### config.mk
export PLATFORM = sky130hd
export DESIGN_NAME = ntt_ctrl
export DESIGN_NICKNAME = d
export VERILOG_FILES = /design/src/rtl/ntt_pkg.sv /design/src/rtl/ntt_addr_gen.sv /design/src/rtl/ntt_ctrl.sv
export SDC_FILE = /design/constraint.sdc
export NUM_CORES = 1
export LEC_CHECK = 0
export BUFFER_PORTS_ARGS = -buffer_cell sky130_fd_sc_hd__clkbuf_2
export CORE_MARGIN = 10
export CORE_UTILIZATION = 31
export CTS_BUF_LIST = sky130_fd_sc_hd__clkbuf_4
export DETAILED_ROUTE_END_ITERATION = 10
export PLACE_DENSITY = 0.46
export SETUP_SLACK_MARGIN = 0.15
export SLEW_MARGIN = 20
export SYNTH_ARGS = -nofsm -noshare
export SYNTH_HDL_FRONTEND = slang
export SYNTH_SLANG_ARGS = --single-unit
### constraint.sdc
create_clock -name i_clk -period 8.8 [get_ports i_clk]
set_clock_uncertainty 0.1 [all_clocks]
set_input_delay 1.32 -clock i_clk [delete_from_list [all_inputs] [get_ports i_clk]]
set_output_delay 1.32 -clock i_clk [all_outputs]
set_load 0.01 [all_outputs]
### src/rtl/ntt_pkg.sv
// Shared constants and types for the 256-point NTT/INTT sequencer.
package ntt_pkg;

  localparam int N          = 256;
  localparam int LOG_N      = 8;
  localparam int NUM_LAYERS = 7;
  localparam int KYBER_Q    = 3329;

  typedef logic [LOG_N-1:0] coef_addr_t;
  typedef logic [LOG_N-2:0] tw_idx_t;
  typedef logic [LOG_N-2:0] pair_t;
  typedef logic [2:0]       layer_t;

  typedef enum logic [1:0] {IDLE, ISSUE, DRAIN, DONE} state_t;

endpackage

### src/rtl/ntt_addr_gen.sv
// Combinational butterfly address and twiddle index generator.
// Maps (pair p, layer, direction) to the in-place pair (j, j+len) and ROM index k.
module ntt_addr_gen
  import ntt_pkg::*;
(
  input  pair_t      pair_i,
  input  layer_t     layer_i,
  input  logic       intt_i,
  output coef_addr_t addr_a_o,
  output coef_addr_t addr_b_o,
  output tw_idx_t    tw_idx_o
);

  logic [2:0] shift;
  logic [2:0] shift_m1;
  logic [7:0] len;
  logic [6:0] mask;
  logic [6:0] grp;
  logic [6:0] ofs;
  logic [7:0] base;

  always_comb begin
    // NTT walks len = 128..2, INTT walks len = 2..128; shift is log2(len), always >= 1
    shift    = intt_i ? (layer_i + 3'd1) : (3'd7 - layer_i);
    shift_m1 = shift - 3'd1;
    len      = 8'd1 << shift;
    mask     = 7'h7f >> (3'd7 - shift);
    grp      = pair_i >> shift;
    ofs      = pair_i & mask;
    base     = ({1'b0, grp} << ({1'b0, shift} + 4'd1)) | {1'b0, ofs};
    addr_a_o = base;
    addr_b_o = base + len;
    // 128>>s == 64>>(s-1) and (256>>s)-1 == 127>>(s-1), keeping the math in 7 bits
    if (intt_i) tw_idx_o = (7'h7f >> shift_m1) - grp;
    else        tw_idx_o = (7'h40 >> shift_m1) + grp;
  end

endmodule

### src/rtl/ntt_ctrl.sv
// NTT/INTT sequencer: issues one butterfly pair per cycle to the BFU and
// writes results back in place through a read+BFU latency-matched delay line.
//
// state | meaning
// IDLE  | waiting for i_start
// ISSUE | one pair per cycle, p = 0..127 of the current layer
// DRAIN | RD_LAT+BFU_LAT cycles so the layer's last write lands before the next read
// DONE  | one-cycle o_done pulse, start requests ignored
module ntt_ctrl
  import ntt_pkg::*;
#(
  parameter int RD_LAT  = 1,
  parameter int BFU_LAT = 4,
  parameter int ADDR_W  = 8
) (
  input  logic              i_clk,
  input  logic              i_rst_n,
  input  logic              i_start,
  input  logic              i_intt,
  output logic              o_busy,
  output logic              o_done,
  output logic              o_rd_en,
  output logic [ADDR_W-1:0] o_rd_addr_a,
  output logic [ADDR_W-1:0] o_rd_addr_b,
  output tw_idx_t           o_tw_idx,
  output logic              o_bfu_intt,
  output logic              o_bfu_skip,
  output logic              o_wr_en,
  output logic [ADDR_W-1:0] o_wr_addr_a,
  output logic [ADDR_W-1:0] o_wr_addr_b
);

  localparam int DRAIN_CYC = RD_LAT + BFU_LAT;
  localparam int CNT_W     = (DRAIN_CYC > 1) ? $clog2(DRAIN_CYC) : 1;
  localparam int DLY_W     = 2 * ADDR_W + 1;

  state_t           state_q, state_d;
  pair_t            pair_q, pair_d;
  layer_t           layer_q, layer_d;
  logic [CNT_W-1:0] drain_q, drain_d;
  logic             intt_q, intt_d;
  logic             issue_d;

  coef_addr_t       gen_a, gen_b;
  tw_idx_t          gen_tw;

  logic [DLY_W-1:0] dly_q [DRAIN_CYC];

  // Addresses are generated for the next pair so the read outputs can be registered
  ntt_addr_gen u_addr_gen (
    .pair_i   (pair_d),
    .layer_i  (layer_d),
    .intt_i   (intt_d),
    .addr_a_o (gen_a),
    .addr_b_o (gen_b),
    .tw_idx_o (gen_tw)
  );

  always_comb begin
    state_d = state_q;
    pair_d  = pair_q;
    layer_d = layer_q;
    drain_d = drain_q;
    intt_d  = intt_q;
    unique case (state_q)
      IDLE: begin
        if (i_start) begin
          state_d = ISSUE;
          pair_d  = '0;
          layer_d = '0;
          intt_d  = i_intt;
        end
      end
      ISSUE: begin
        if (pair_q == pair_t'(N / 2 - 1)) begin
          state_d = DRAIN;
          drain_d = CNT_W'(DRAIN_CYC - 1);
        end else begin
          pair_d = pair_q + pair_t'(1);
        end
      end
      DRAIN: begin
        if (drain_q == '0) begin
          if (layer_q == layer_t'(NUM_LAYERS - 1)) begin
            state_d = DONE;
          end else begin
            state_d = ISSUE;
            layer_d = layer_q + layer_t'(1);
            pair_d  = '0;
          end
        end else begin
          drain_d = drain_q - CNT_W'(1);
        end
      end
      DONE:    state_d = IDLE;
      default: state_d = IDLE;
    endcase
    issue_d = (state_d == ISSUE);
  end

  always_ff @(posedge i_clk or negedge i_rst_n) begin
    if (!i_rst_n) begin
      state_q     <= IDLE;
      pair_q      <= '0;
      layer_q     <= '0;
      drain_q     <= '0;
      intt_q      <= 1'b0;
      o_busy      <= 1'b0;
      o_done      <= 1'b0;
      o_rd_en     <= 1'b0;
      o_rd_addr_a <= '0;
      o_rd_addr_b <= '0;
      o_tw_idx    <= '0;
      for (int i = 0; i < DRAIN_CYC; i++) dly_q[i] <= '0;
    end else begin
      state_q     <= state_d;
      pair_q      <= pair_d;
      layer_q     <= layer_d;
      drain_q     <= drain_d;
      intt_q      <= intt_d;
      o_busy      <= (state_d != IDLE);
      o_done      <= (state_d == DONE);
      o_rd_en     <= issue_d;
      o_rd_addr_a <= issue_d ? gen_a  : '0;
      o_rd_addr_b <= issue_d ? gen_b  : '0;
      o_tw_idx    <= issue_d ? gen_tw : '0;
      dly_q[0]    <= {o_rd_en, o_rd_addr_a, o_rd_addr_b};
      for (int i = 1; i < DRAIN_CYC; i++) dly_q[i] <= dly_q[i-1];
    end
  end

  assign {o_wr_en, o_wr_addr_a, o_wr_addr_b} = dly_q[DRAIN_CYC-1];
  assign o_bfu_intt = intt_q;
  assign o_bfu_skip = 1'b0;

endmodule

==> flow_summary.json, run 1 <==
{
  "cts_resized": 0,
  "worst-path-buf-inv": 3,
  "hold_depth": 0,
  "area_growth_pct": 11.4,
  "hold_viol": 0,
  "wl_per_cell_um": 15.8,
  "cts_setup_buffers": 0,
  "grt_overflow": 0,
  "path_max_fanout": 24,
  "worst_path_largest_cell_delay_ns": 0.48,
  "crit_path_end_kind": "flop",
  "place_area_sq_mm": 0.00605,
  "grt_pass1_vias": 3787,
  "std_cell_rows": 49,
  "ir_worst_vdd_mv": 0.0757,
  "die_y_um": 156,
  "place_hpwl_mm": 8.83,
  "yosysWarnings": 0,
  "ant_nets": 0,
  "slew_headroom_pct": 34.6,
  "routed_via_density": 4.78,
  "syn_area_sq_mm": 0.00573,
  "required_ns": 9.12,
  "grt_pass1_wl_mm": 19.9,
  "rsz0062_at_grt": "no",
  "path_class": "primary input to flop",
  "drive_gt1_share_pct": 18.8,
  "final_util_pct": 35.3,
  "die-area_sq_mm": 0.0243,
  "gp_congestion": 0.849,
  "synth_area_leaders": "dfrtp_1, ha_1, a21oi_1, buf_4, nor2_1",
  "layout_setup_ws_ns": 2.57,
  "routed_wl_mm": 12.1,
  "post-route-period-util_pct": 70.9,
  "max_freq_ghz": 0.160,
  "synthDistinctLibCells": 73,
  "firstDrtPassIters": 4,
  "synthXorXnorAreaFrac_pct": 1.99,
  "final_cell_mix": "dfrtp_1, clkbuf_2, ha_1",
  "numCtsBuffers": 17,
  "cts.path.max_buffers": 2,
  "ctsRootBufferMaster": "clkbuf_4",
  "synth_seq_cells": 127,
  "async_reset_ff_share_pct": 100,
  "slowest_stage": "ha_1",
  "synth_top_family_by_area": "compound AO/OA/AOI/OAI gates",
  "synth-simple-area-share_pct": 12.6,
  "yosysSeqAreaShare_pct": 55.5,
  "path_cells": "clkbuf_2 > or3b_1 > o21ai_2 > o21a_2 > inv_2 > ha_1 > nand2b_1 > mux2i_1 > a31oi_2 > nor2_2 > ha_1 > a21o_1 > nor2_1 > a22oi_1 > inv_1 > ha_1 > a21o_1 > a21oi_1 > o21bai_1 > a21oi_1 > o21ai_0 > xnor2_1 > or2_2 > mux2i_1",
  "hold_end": "dly_q[60]",
  "route.detailed.drc": 0,
  "outcome": "complete, no violations",
  "placement.io_buffers": 47,
  "syn_area_per_cell_sq_um": 11.7,
  "hold_buffers": 0,
  "synth_cells": 490,
  "die_w_um": 156,
  "cpLargestDelayFamily": "compound AO/OA/AOI/OAI gates",
  "period_needed_ns": 6.23,
  "synth_top_area_share_pct": 55.5,
  "synth_compound_area_share_pct": 14.0,
  "start_util_pct": 31.7,
  "grt_util_all_layers_pct": 10.4,
  "setup_tns_ns": 0,
  "reg2reg_to": "o_rd_addr_b[7]",
  "worstMarginPinSlew_ns": 0.978,
  "power_density_mw_per_mm2": 315,
  "start_kind": "primary input",
  "worstHoldStart": "dly_q[77]",
  "cts_tree": "built",
  "crit_top_cell": "ha_1",
  "clock_latency_ns": 0.51,
  "layout.nets": 567,
  "dr_total_vias": 3670,
  "synthFlopType": "dfrtp_1",
  "synth_edf_count": 0,
  "leakagePower_nw": 3.08,
  "synthMuxAreaShare_pct": 1.64,
  "hp-class": "flop to flop",
  "worst_ep_arrival_time_ns": 6.55,
  "setup_viol": 0,
  "timing.rr.start": "drain_q[0]",
  "htree_num_levels": 4,
  "r2r_slack_ns": 2.62,
  "synthAdderAreaFrac_pct": 8.69,
  "detailedPlace.worstSlack_ns": 2.04,
  "r2r_cells": 25,
  "final_common_cell": "dfrtp_1",
  "max_cap_viol_count": 0,
  "antenna_found_initial": 1,
  "grt_max_degree": 85,
  "yosysTopAreaCell": "dfrtp_1",
  "drtIter0Drc": 208,
  "clk_pin_slew_ns": 0.12,
  "io_pins": 49,
  "design_area_sq_mm": 0.00638,
  "coreArea_sq_mm": 0.0181,
  "drv_slew": 0,
  "synth_nets": 532,
  "cts.sinks": 127
}
-- power breakdown --
part	total (W)	switching, W	internal, W
Sequential	0.000868	0.0000771	0.000791
Clock	0.000444	0.000216	0.000228
Combinational	0.000701	0.000428	0.000273
Total	0.00201	0.000721	0.00129
-- area by class of cell --
class | instances | area (sq um)
fillers | 1810 | 11700
flip-flops and latches | 127 | 3180
multi-input cells | 304 | 2240
well taps | 229 | 287
repair buffers | 48 | 249
clock inverters | 14 | 189
clock buffers | 18 | 135
inverters | 27 | 106
diodes | 1 | 2.50
-- worst max-delay path by stage --
stage	from	end	slack [ns]	cells past startpoint
2_1_floorplan	i_start	o_rd_addr_b[7]	2.76	26
3_3_place_gp	i_start	o_rd_addr_b[7]	2.10	23
3_5_place_dp	i_start	o_rd_addr_b[7]	2.04	24
4_1_cts	drain_q[0]	o_rd_addr_b[7]	2.58	25
5_1_grt	drain_q[0]	o_rd_addr_b[7]	1.96	25
6_report	i_start	o_rd_addr_b[7]	2.57	24
-- state kept, by name (all words and copies together), names as in the netlist --
name and count:
dly_q 68, drain_q 3, layer_q 3, o_bfu_intt 1, o_busy 1, o_done 1
o_rd_addr_a 8, o_rd_addr_b 8, o_rd_en 1, o_tw_idx 7, o_wr_addr_a 8, o_wr_addr_b 8
o_wr_en 1, pair_q 7, state_q 2
-- worst reg2reg max path: cells and delay by family (launching register included) --
kind,cells,cell delay (ns)
compound gates,9,2.25
buf+inv,5,0.96
fa+ha+maj,3,0.85
flops,1,0.41
xor+xnor,1,0.14
simple gates,6,1.26
mux,1,0.13
-- metrics by stage --
stage	hold WS, ns	power (W)	cells
final	0.242	0.00201	768
after global routing	0.244	0.00218	768
after CTS	0.247	0.00206	767
after detailed placement	0.235	0.00160	735
after global placement	0.231	0.00160	735
after floorplan	0.231	0.00140	490
-- cells in the mapped netlist (4+ instances only) --
library cell / n
or3_1: 5
a211oi_1: 7
clkbuf_1: 7
ha_1: 35
nor3_1: 15
mux2i_1: 6
nand2b_1: 9
a21oi_1: 27
xnor2_1: 7
nor2b_1: 9
and2_1: 12
nand2_1: 29
buf_4: 18
o21ai_0: 11
nand3_1: 8
xor2_1: 6
buf_2: 4
a21o_1: 14
o32ai_1: 4
dfrtp_1: 127
nor2_1: 34
inv_1: 24
-- logic make-up after synthesis --
| logic type | Yosys count |
|---|---|
| fa+ha+maj | 38 |
| other cells | 1 |
| mux | 8 |
| buf+inv | 59 |
| simple gates | 139 |
| compound gates | 105 |
| flops | 127 |
| xor+xnor | 13 |
-- routing by layer --
layer	part of all wire, %	global-route usage (%)
met5	0	0
met4	0.70	3.37
met3	5.4	3.53
met2	49	17.0
met1	45	12.7
(Power assumes the default switching activity.)
==> inputs of run 2 (changes only) <==
--- a/config.mk
+++ b/config.mk
@@ -5,6 +5,7 @@
 export SDC_FILE = /design/constraint.sdc
 export NUM_CORES = 1
 export LEC_CHECK = 0
+export ABC_AREA = 1
 export BUFFER_PORTS_ARGS = -buffer_cell sky130_fd_sc_hd__clkbuf_2
 export CORE_MARGIN = 10
 export CORE_UTILIZATION = 31
==> constraint.sdc (replaced) <==
create_clock -name i_clk -period 6.2 [get_ports i_clk]
set_clock_uncertainty 0.1 [all_clocks]
set_input_delay 0.93 -clock i_clk [delete_from_list [all_inputs] [get_ports i_clk]]
set_output_delay 0.93 -clock i_clk [all_outputs]
set_load 0.01 [all_outputs]
==> flow_summary.json, run 2 <==
{
  "path_class": "flop to flop",
  "cts_setup_buffers": 0,
  "hold_depth": 0,
  "synth_cells": 581,
  "max_freq_ghz": 0.207,
  "switching_share_pct": 24.2,
  "synth_seq_cells": 127,
  "gp_congestion": 0.841,
  "std_cell_rows": 49,
  "dr_total_vias": 3878,
  "slowest_stage": "dfrtp_1",
  "hold_viol": 0,
  "switching_power_w": 0.000327,
  "final_common_cell": "dfrtp_1",
  "post-route-period-util_pct": 78.1,
  "routed_via_density": 4.48,
  "coreArea_sq_mm": 0.0181,
  "leakagePower_nw": 3.20,
  "synth_top_area_share_pct": 55.4,
  "drtIter0Drc": 191,
  "area_growth_pct": 10.6,
  "synthTopCellsByCount": "dfrtp_1, nand2_1, inv_1, nor2_1, nand3_1",
  "cts_tree": "built",
  "clk_pin_slew_ns": 0.13,
  "route.detailed.drc": 0,
  "crit_top_cell": "nand2_1",
  "r2r_cells": 36,
  "die_y_um": 156,
  "die-area_sq_mm": 0.0244,
  "top_register": "dly_q",
  "ant_nets": 0,
  "synth_edf_count": 0,
  "detailedPlace.worstSlack_ns": 1.14,
  "largest_reg_flops": 68,
  "ctsRootBufferMaster": "clkbuf_4",
  "power_density_mw_per_mm2": 213,
  "diodes": 0,
  "hold_buffers": 0,
  "max_cap_viol_count": 0,
  "grt_pass1_vias": 3867,
  "synth_area_leaders": "dfrtp_1, nand2_1, ha_1, inv_1, nand3_1",
  "period_needed_ns": 4.84,
  "final_cell_mix": "dfrtp_1, nand2_1, inv_1",
  "synth.most_common_cell": "dfrtp_1",
  "placement.io_buffers": 47,
  "layout.nets": 667,
  "grt_pass1_wl_mm": 20.0,
  "hp-class": "flop to flop",
  "rsz0062_at_grt": "no",
  "antenna_found_initial": 0,
  "worst_ep_arrival_time_ns": 5.18,
  "die_w_um": 156,
  "cts.sinks": 127,
  "setup_tns_ns": 0,
  "comb_power_share_pct": 1.3,
  "yosysSeqAreaShare_pct": 55.4,
  "layout_setup_ws_ns": 1.36,
  "ir_worst_vdd_mv": 0.0829,
  "worst_path_largest_cell_delay_ns": 0.48,
  "htree_num_levels": 4,
  "routed_wl_mm": 11.9,
  "syn_area_sq_mm": 0.00574,
  "wl_per_cell_um": 13.8,
  "start_kind": "flop",
  "grt_overflow": 0,
  "firstDrtPassIters": 4,
  "place_hpwl_mm": 9.01,
  "place_area_sq_mm": 0.00610,
  "power_frac_seq_pct": 61.3,
  "outcome": "complete, no violations",
  "grt_util_all_layers_pct": 10.4,
  "path_max_fanout": 18,
  "syn_area_per_cell_sq_um": 9.88,
  "drive_gt1_share_pct": 20.1,
  "pwr-share-clk_pct": 37.4,
  "clock_latency_ns": 0.52,
  "setup_viol": 0,
  "cts.path.max_buffers": 2,
  "yosysWarnings": 0,
  "synthFlopType": "dfrtp_1",
  "grt_max_degree": 70,
  "worstMarginPinSlew_ns": 0.844,
  "numCtsBuffers": 17,
  "async_reset_ff_share_pct": 100,
  "io_pins": 49,
  "nFillCells": 1853,
  "required_ns": 6.54,
  "synth_nets": 623,
  "start_util_pct": 31.7,
  "synthDistinctLibCells": 39,
  "crit_path_end_kind": "flop",
  "cts_resized": 0,
  "slew_headroom_pct": 43.7,
  "yosysTopAreaCell": "dfrtp_1",
  "design_area_sq_mm": 0.00634,
  "internal-power_w": 0.00102,
  "drv_slew": 0
}
[run 2: changes by cell type after synthesis, sizes merged, moves of 11 or more]
| cell | before | now |
|---|---|---|
| nand2 | 30 | 144 |
| inv | 26 | 70 |
| a21o | 14 | 0 |
| nand3 | 8 | 50 |
| nor2 | 36 | 58 |
| and2 | 12 | 0 |
| nor3 | 15 | 4 |
[run 2: routing by layer]
layer  GRT usage (%)  up-vias  part of all wire (%)
li1                -     1924                     -
met1            13.2     1859                    45
met2            16.2       81                    47
met3            3.28       14                   5.6
met4            3.69        0                   1.7
met5               0        -                     0
[run 2: power by group through the flow]
stage               Clock, W  Sequential, W  Combinational, W
global route        0.000578       0.000828         0.0000217
finish              0.000505       0.000828         0.0000173
floorplan                  0       0.000844       0.000000983
detailed placement         0       0.000844         0.0000193
CTS                 0.000539       0.000828         0.0000193
global placement           0       0.000844         0.0000186
[run 2: final timing paths]
check / from / end / slack [ns]
worst max-delay path: layer_q[0] / o_rd_addr_b[7] / 1.36
worst min-delay path: dly_q[48] / dly_q[31] / 0.24
worst max register to register: layer_q[0] / o_rd_addr_b[7] / 1.36
worst min register to register: dly_q[48] / dly_q[31] / 0.24
max in group asynchronous: i_rst_n / o_rd_addr_b[5] / 4.35
min in group asynchronous: i_rst_n / o_done / 0.42
[run 2: layout make-up]
type,instances,area [sq um],share of cell area [%]
Multi-Input combinational cell,360,2120,33.3
Clock inverter,14,120,1.89
Tap cell,229,287,4.52
Clock buffer,17,128,2.01
Sequential cell,127,3180,50.1
Inverter,71,272,4.28
Timing Repair Buffer,48,245,3.87
[run 2: stage by stage]
step | util [%] | total power [W] | hold WS [ns] | instances
final | 35.1 | 0.00135 | 0.242 | 866
after global routing | 35.1 | 0.00143 | 0.238 | 866
after CTS | 35.1 | 0.00139 | 0.242 | 866
after detailed placement | 33.7 | 0.000863 | 0.235 | 835
after global placement | 33.7 | 0.000863 | 0.231 | 835
after floorplan | - | 0.000845 | 0.231 | 581
[run 2: critical path: cells and delay by family (launching register included)]
family	cells	cell delay [ns]
fa+ha+maj	3	0.83
buf+inv	4	0.50
simple gates	26	2.33
compound gates	2	0.33
flops	1	0.48
xor+xnor	1	0.20
[run 2: cells by family after synthesis]
kind of cell / share of synthesized area (%)
adders and majority gates: 8.68
buffers and inverters: 7.74
and+or+nand+nor: 21.8
xor gates and xnor gates: 0.916
AOI/OAI and AO/OA: 5.41
other: 0.0654
DFF: 55.4
